$ cat src/rtl/dma_ram_write_fifo.sv
// DMA-to-RAM write buffer: circular store of address/data words
// presented to the SDRAM controller as a show-ahead fifo.
module dma_ram_write_fifo #(
    parameter int DEPTH     = 64,
    parameter int AF_MARGIN = 4
) (
    input  logic                       clk,
    input  logic                       reset_n,
    input  logic                       clear,
    input  logic                       wr_en,
    input  logic [22:0]                wr_adr,
    input  logic [31:0]                wr_data,
    output logic                       full,
    output logic                       almost_full,
    output logic [$clog2(DEPTH):0]     count,
    output logic                       overflow,
    output logic                       busy,
    output logic [22:0]                ram_dmafifo_adr,
    output logic [31:0]                ram_dmafifo_data,
    output logic                       ram_dmafifo_empty,
    input  logic                       ram_dmafifo_read
);

    localparam int AW = $clog2(DEPTH);
    localparam int CW = AW + 1;

    localparam logic [AW-1:0] PTR_ONE = AW'(1);
    localparam logic [CW-1:0] CNT_ONE = CW'(1);
    localparam logic [CW-1:0] CNT_FULL = CW'(DEPTH);
    localparam logic [CW-1:0] CNT_AF = CW'(DEPTH - AF_MARGIN);
    localparam logic [22:0] ADR_MASK = ~23'h3;

    logic [54:0]   mem [DEPTH];
    logic [AW-1:0] wr_ptr;
    logic [AW-1:0] rd_ptr;
    logic          empty_r;
    logic          do_wr;
    logic          do_rd;
    logic [CW-1:0] count_nxt;
    logic [54:0]   head;

    // full/empty are the registered pre-pop flags, so a write into a
    // full fifo is rejected even when the same cycle pops an entry.
    assign do_wr = wr_en && !full;
    assign do_rd = ram_dmafifo_read && !empty_r;

    always_comb begin
        count_nxt = count;
        case ({do_wr, do_rd})
            2'b10:   count_nxt = count + CNT_ONE;
            2'b01:   count_nxt = count - CNT_ONE;
            default: count_nxt = count;
        endcase
    end

    always_ff @(posedge clk) begin
        if (do_wr) begin
            mem[wr_ptr] <= {wr_adr & ADR_MASK, wr_data};
        end
    end

    always_ff @(posedge clk) begin
        if (!reset_n || clear) begin
            wr_ptr      <= '0;
            rd_ptr      <= '0;
            count       <= '0;
            full        <= 1'b0;
            almost_full <= 1'b0;
            busy        <= 1'b0;
            empty_r     <= 1'b1;
            overflow    <= 1'b0;
        end else begin
            if (do_wr) begin
                wr_ptr <= wr_ptr + PTR_ONE;
            end
            if (do_rd) begin
                rd_ptr <= rd_ptr + PTR_ONE;
            end
            count       <= count_nxt;
            full        <= (count_nxt == CNT_FULL);
            almost_full <= (count_nxt >= CNT_AF);
            busy        <= (count_nxt != '0);
            empty_r     <= (count_nxt == '0);
            if (wr_en && full) begin
                overflow <= 1'b1;
            end
        end
    end

    // Head is driven as zero while empty so stale entries never leak out.
    assign head              = mem[rd_ptr];
    assign ram_dmafifo_adr   = empty_r ? '0 : head[54:32];
    assign ram_dmafifo_data  = empty_r ? '0 : head[31:0];
    assign ram_dmafifo_empty = empty_r;

endmodule

$ cat config.mk
export PLATFORM = sky130hd
export DESIGN_NAME = dma_ram_write_fifo
export DESIGN_NICKNAME = d
export VERILOG_FILES = /design/src/rtl/dma_ram_write_fifo.sv
export SDC_FILE = /design/constraint.sdc
export NUM_CORES = 2
export LEC_CHECK = 0
export CORE_UTILIZATION = 40
export DETAILED_ROUTE_END_ITERATION = 10
export GPL_ROUTABILITY_DRIVEN = 0
export GPL_TIMING_DRIVEN = 0
export MAX_ROUTING_LAYER = met4
export SKIP_CTS_REPAIR_TIMING = 1
export SYNTH_ARGS = -nofsm -noshare
export SYNTH_HDL_FRONTEND = slang
export SYNTH_SLANG_ARGS = --single-unit
$ cat constraint.sdc
create_clock -name clk -period 14.04 [get_ports clk]
set_input_delay 2.808 -clock clk [delete_from_list [all_inputs] [get_ports clk]]
set_output_delay 2.808 -clock clk [all_outputs]
set_load 0.01 [all_outputs]
Yosys cells after proc, flatten, opt, wreduce, memory -nomap -nowiden:

Memory sizes are Yosys's and may differ from the RTL's. A register that Yosys moved wholly into a read port is not among the register bits.
Index checks and enable logic that the tools add are counted.

* register bits after elaboration: 24
* memories: 1
* bits of input ports: 60
* bits in read-only memories: 0
* memory bits (writable): 3392
* latch bits: 0
* output and inout port bits: 67
* logic and storage cells: 33

* reductions and logical operators: 9
* bitwise gates (word level): 0
* divide/modulo/power cells: 0
* $lt $le $gt $ge: 1
* shifts and indexed selects: 0
* equality and inequality tests: 3
* muxes and demuxes: 7
* multiply operators: 0
* add/subtract/negate cells: 4

Memories
* mem: depth 64, width 53, read ports 1, clocked after Yosys merged registers in 1, write ports 1, RTL line 33 `logic [54:0] mem [DEPTH];`

Operator list (number)
* 32-bit 2-to-1 mux: 1
* 23-bit 2-to-1 mux: 1
* 7-bit case mux with 2 select lines: 1
* 6-bit by 1-bit adder with 6-bit output (second input constant): 2
* 6-bit 2-to-1 mux: 2
* 7-bit by 1-bit adder with 7-bit output (second input constant): 1
* 7-bit equality test (second input constant): 1
* 7-bit by 6-bit >= comparator with 1-bit output (second input constant): 1
* 7-bit logical NOT: 1
* 7-bit nonzero test: 1
* 7-bit by 1-bit subtractor with 7-bit output (second input constant): 1
* 1-bit logical AND: 3
* 1-bit logical NOT: 3
* 2-bit by 1-bit equality test with 1-bit output (second input constant): 1
* 2-bit equality test (second input constant): 1
* 1-bit 2-to-1 mux: 2
* 1-bit logical OR: 1

Depth between registers and ports, before layout:

* word-level depth: 5
* mapped depth: 12
* depth with buffers taken out: 11

Worst setup path before layout:

No wires, ideal clock.

* path type: in2reg
* start: input port wr_en
* end: memory mem[48][0] in the netlist's numbering, enable pin
* buffers on the path: 1
* setup time: 529 ps
* arrival: 7093 ps
* slack: 6418 ps
* required time: 13511 ps
* stages on the path: 6
* cell sequence: nor2b_4 buf_6 clkinv_8 nor2_1 nand2_1 nor3_1

* longest elaborated chain between the ends: 3

RTL lines
* start, declared: RTL line 10 `input logic wr_en,`
* 1-bit logical AND: RTL line 44 `assign do_wr = wr_en && !full;`
* 1-bit 2-to-1 mux: RTL line 57 `if (do_wr) begin`
* 1-bit 2-to-1 mux (implied by the code): RTL line 58 `mem[wr_ptr] <= {wr_adr & ADR_MASK, wr_data};`
* end, declared: RTL line 33

No other way between the ends.

==> flow_summary.rst <==
.. list-table::
   :header-rows: 1

   * - Metric
     - Value
   * - R2r endpoint
     - mem[63][43]$_DFFE_PP_
   * - DP HPWL
     - 286 mm
   * - Unrepaired setup endpoints after global routing
     - no
   * - Area fraction of the dominant cell type after synthesis
     - 0.781
   * - Violation count after the first detailed-route iteration
     - 11100
   * - Count of cell types in the netlist
     - 58
   * - Routed Antenna Nets
     - 0
   * - Via Count
     - 66300
   * - Number of global-route vias before repair
     - 64400
   * - Arrival @ worst endpoint
     - ~7.3 ns
   * - Flop and latch count out of synthesis
     - 3422
   * - Clock Skew
     - 0.0543 ns
   * - Proportion of synthesized flip-flops having asynchronous set or reset
     - 0
   * - End point of the worst hold path
     - overflow$_SDFFE_PP0P_
   * - WS Path Type
     - reg -> out
   * - Hold Crit Start
     - overflow$_SDFFE_PP0P_
   * - Area post-placement
     - 142000 µm²
   * - Vias per cell
     - just over 6
   * - Clock tree from TritonCTS
     - done
   * - Placeable core region
     - 324000 µm²
   * - Std cell rows
     - 209
   * - Global-route usage over all layers
     - 0.260
   * - Count of mapped cells out of synthesis
     - 5364
   * - Required time at the endpoint of the critical path
     - 11.23 ns
   * - Run status
     - finished with violations
   * - Number of remaining DRC errors
     - 16
   * - Minimum setup slack after placement
     - 5.25 ns
   * - Fraction of the yosys area taken by sequential cells
     - 0.786
   * - YS warnings
     - 0
   * - Commonest cells after routing, fill and taps aside
     - sky130_fd_sc_hd__edfxtp_1, sky130_fd_sc_hd__mux4_2, sky130_fd_sc_hd__clkbuf_16
   * - Worst-case register-to-register setup slack
     - 10.42 ns
   * - I/O pins
     - around 130
   * - Cell area after synthesis
     - 130000 µm²
   * - Reg2Reg Launch Point
     - full$_SDFF_PP0_
   * - Final WS setup
     - 3.91 ns
   * - Worst Max-Slew Pin Slew
     - 1.54 ns
   * - Area Growth Syn to Fin
     - 17.8%
   * - Cell-by-cell listing of the critical path
     - clkbuf_1 > clkbuf_1 > clkbuf_1 > clkbuf_1 > a21oi_1 > o21ai_1 > clkdlybuf4s50_1
   * - Synthesized-area fraction occupied by adder cells
     - 0.000384
   * - CTS H-tree lvls
     - 5
   * - Cell type with the highest occurrence count on the critical path
     - sky130_fd_sc_hd__clkbuf_1
   * - Clock insertion delay at the later pin of the skew report
     - around 0.96 ns
   * - Final Non-Filler Cells
     - 10700
   * - Number of buffers on the longest clock path
     - 4
   * - Root buffer selected by CTS
     - sky130_fd_sc_hd__clkbuf_16
   * - Die footprint
     - 328000 µm²
   * - Number of nets in the layout
     - just over 6000
   * - Multi-input combinational cell area
     - roughly 27000 µm²
   * - Power per cell area
     - 136 nW/µm²
   * - Peak Freq
     - 98.7 MHz
   * - Violated checks
     - DRC, capacitance limit, slew limit
   * - Number of detailed-routing iterations run before antenna repair
     - 11
   * - Global-route wire length before repair
     - 561 mm
   * - Number of max-slew violations in the final report
     - 64
   * - Leakage dissipation
     - roughly 46 nW
   * - Most used DFF post-synth
     - sky130_fd_sc_hd__edfxtp_1
   * - Post-synthesis share of cell area spent on xor and xnor gates
     - 0.00108
   * - Post-route worst hold slack
     - ~0.47 ns
   * - Simple logic cell fraction of the synthesized area
     - 0.00859
   * - Hold Crit Class
     - reg -> reg
   * - Leading cell types by total area after synthesis
     - sky130_fd_sc_hd__edfxtp_1, sky130_fd_sc_hd__mux4_2, sky130_fd_sc_hd__mux2i_1
   * - Max-cap viol count
     - 7
   * - Effective utilization at floorplan
     - 0.402
   * - Detailed-route wire length per cell
     - 38.9 µm
   * - Worst hold path cell count
     - 2
   * - Clock edge transition at the registers on the reported setup and hold paths
     - 0.06 ns
   * - Die Height
     - 573 µm
   * - Number of antenna violations at the first check in global routing
     - 23
   * - Crit Path Max Fanout
     - 10
   * - GRT Residual Overflow
     - 0
   * - Number of CTS-inserted buffers
     - roughly 360
   * - CTS sink count
     - 3422
   * - Peak ir drop on the vdd network
     - 0.102 mV
   * - Largest net degree at the start of global routing
     - 65
   * - CP max stage delay
     - 1.14 ns
   * - Area occupied by registers
     - roughly 100000 µm²
   * - Slew margin rel.
     - -0.0269
   * - Library cell with the largest summed area after synthesis
     - sky130_fd_sc_hd__edfxtp_1
   * - DRT Wirelength
     - ~420 mm
   * - Cells after DPL
     - 10100
   * - Dominant combinational cell family by area after synthesis
     - multiplexers
   * - Cell area after layout
     - 154000 µm²
   * - Synthesized-area fraction occupied by ao, oa, aoi and oai cells
     - 0.0136
   * - Final core occ
     - 0.473
   * - Period utilization
     - 0.722
   * - Crit path capture type
     - output pin
   * - Share of cells above drive strength 1
     - 0.321
   * - Cells on worst reg2reg path
     - 8
   * - Minimum clock period after layout
     - 10.13 ns
   * - Count of flip-flops with a built-in enable after synthesis
     - 3392
   * - Slowest cell on crit path
     - sky130_fd_sc_hd__clkbuf_1
   * - Total count of hold-check failures in the final report
     - 0
   * - Filler Cells Inserted
     - 26100
   * - Setup-failing EPs final
     - 0
   * - Synth Area per Inst
     - 24.3 µm²
   * - Crit start category
     - register
   * - Mux cell area share after synthesis
     - 0.180
   * - Horiz. Die Dim
     - approximately 570 µm
   * - Most common cell after layout, fill and taps aside
     - sky130_fd_sc_hd__edfxtp_1
   * - Number of port buffers
     - around 120
## report_power, final
part	switching [mW]	internal, mW
combinational	0.325	0.149
sequential	0.00579	11.2
clock	4.05	5.11
## Yosys cell counts (all sizes together) (7+ instances only)
cell	number
buf	178
a21oi	58
o21ai	49
mux4	972
xor2	9
o22ai	45
nor2	95
nand2	30
edfxtp	3392
xnor2	7
nor2b	36
nor3	11
a32oi	9
a22oi	54
mux2	36
mux2i	114
dfxtp	30
a211oi	28
clkbuf	122
nand2b	8
a221oi	19
## state kept, by name, indices dropped and copies added (netlist names), named ones only
signal and count:
wr_ptr 6, mem 3392, rd_ptr 6, overflow 1
ram_dmafifo_empty 1, busy 1, almost_full 1, count 7
full 1
## through the flow
step                total power, mW  TNS, ns
finish                         20.9        0
CTS                            20.9        0
floorplan                      11.6        0
global placement               11.9   -89.94
detailed placement             11.9        0
global route                   21.3        0
## layer usage
metal / vias to the layer above / GRT usage / wire, µm
met1: 36300 / 0.352 / 158000
met4: 0 / 0.0823 / 16000
met3: 702 / 0.0501 / 46700
met5: - / - / 0
met2: 4551 / 0.399 / 196000
li1: 24800 / - / -
## cells by family after synthesis
group,after synthesis
XOR/XNOR,16
AND/OR/NAND/NOR,223
AO/OA/AOI/OAI,272
other,1
adder cells (fa/ha/maj),4
multiplexers,1122
buffers and inverters,304
flip-flops,3422
## worst max path at each step
stage,from,end,slack (ns),depth (start not counted)
finish,register,ram_dmafifo_data[22],3.91,7
floorplan,wr_en,mem[48][0]$_DFFE_PP_,6.42,6
global route,register,ram_dmafifo_data[12],4.12,7
CTS,register,ram_dmafifo_data[22],4.16,7
global placement,wr_en,mem[48][38]$_DFFE_PP_,-0.91,7
detailed placement,register,ram_dmafifo_data[22],5.25,7
## cell type report
type / count / share of cell area
Inverter: 4 / 0.000212
Timing Repair Buffer: 374 / 0.0389
Multi-Input combinational cell: 1639 / 0.176
Sequential cell: 3422 / 0.667
Clock inverter: 209 / 0.0133
Antenna cell: 11 / 0.000179
Buffer: 300 / 0.00895
Clock buffer: 431 / 0.0599
Tap cell: 4325 / 0.0352
## critical path: cells and delay by family, from the launching register on
family | cells | cell delay [ns]
AOI/OAI and AO/OA | 2 | 1.47
buffers and inverters | 5 | 4.52
DFF | 1 | 0.31
Note: power is estimated with default switching activity, not from simulation.
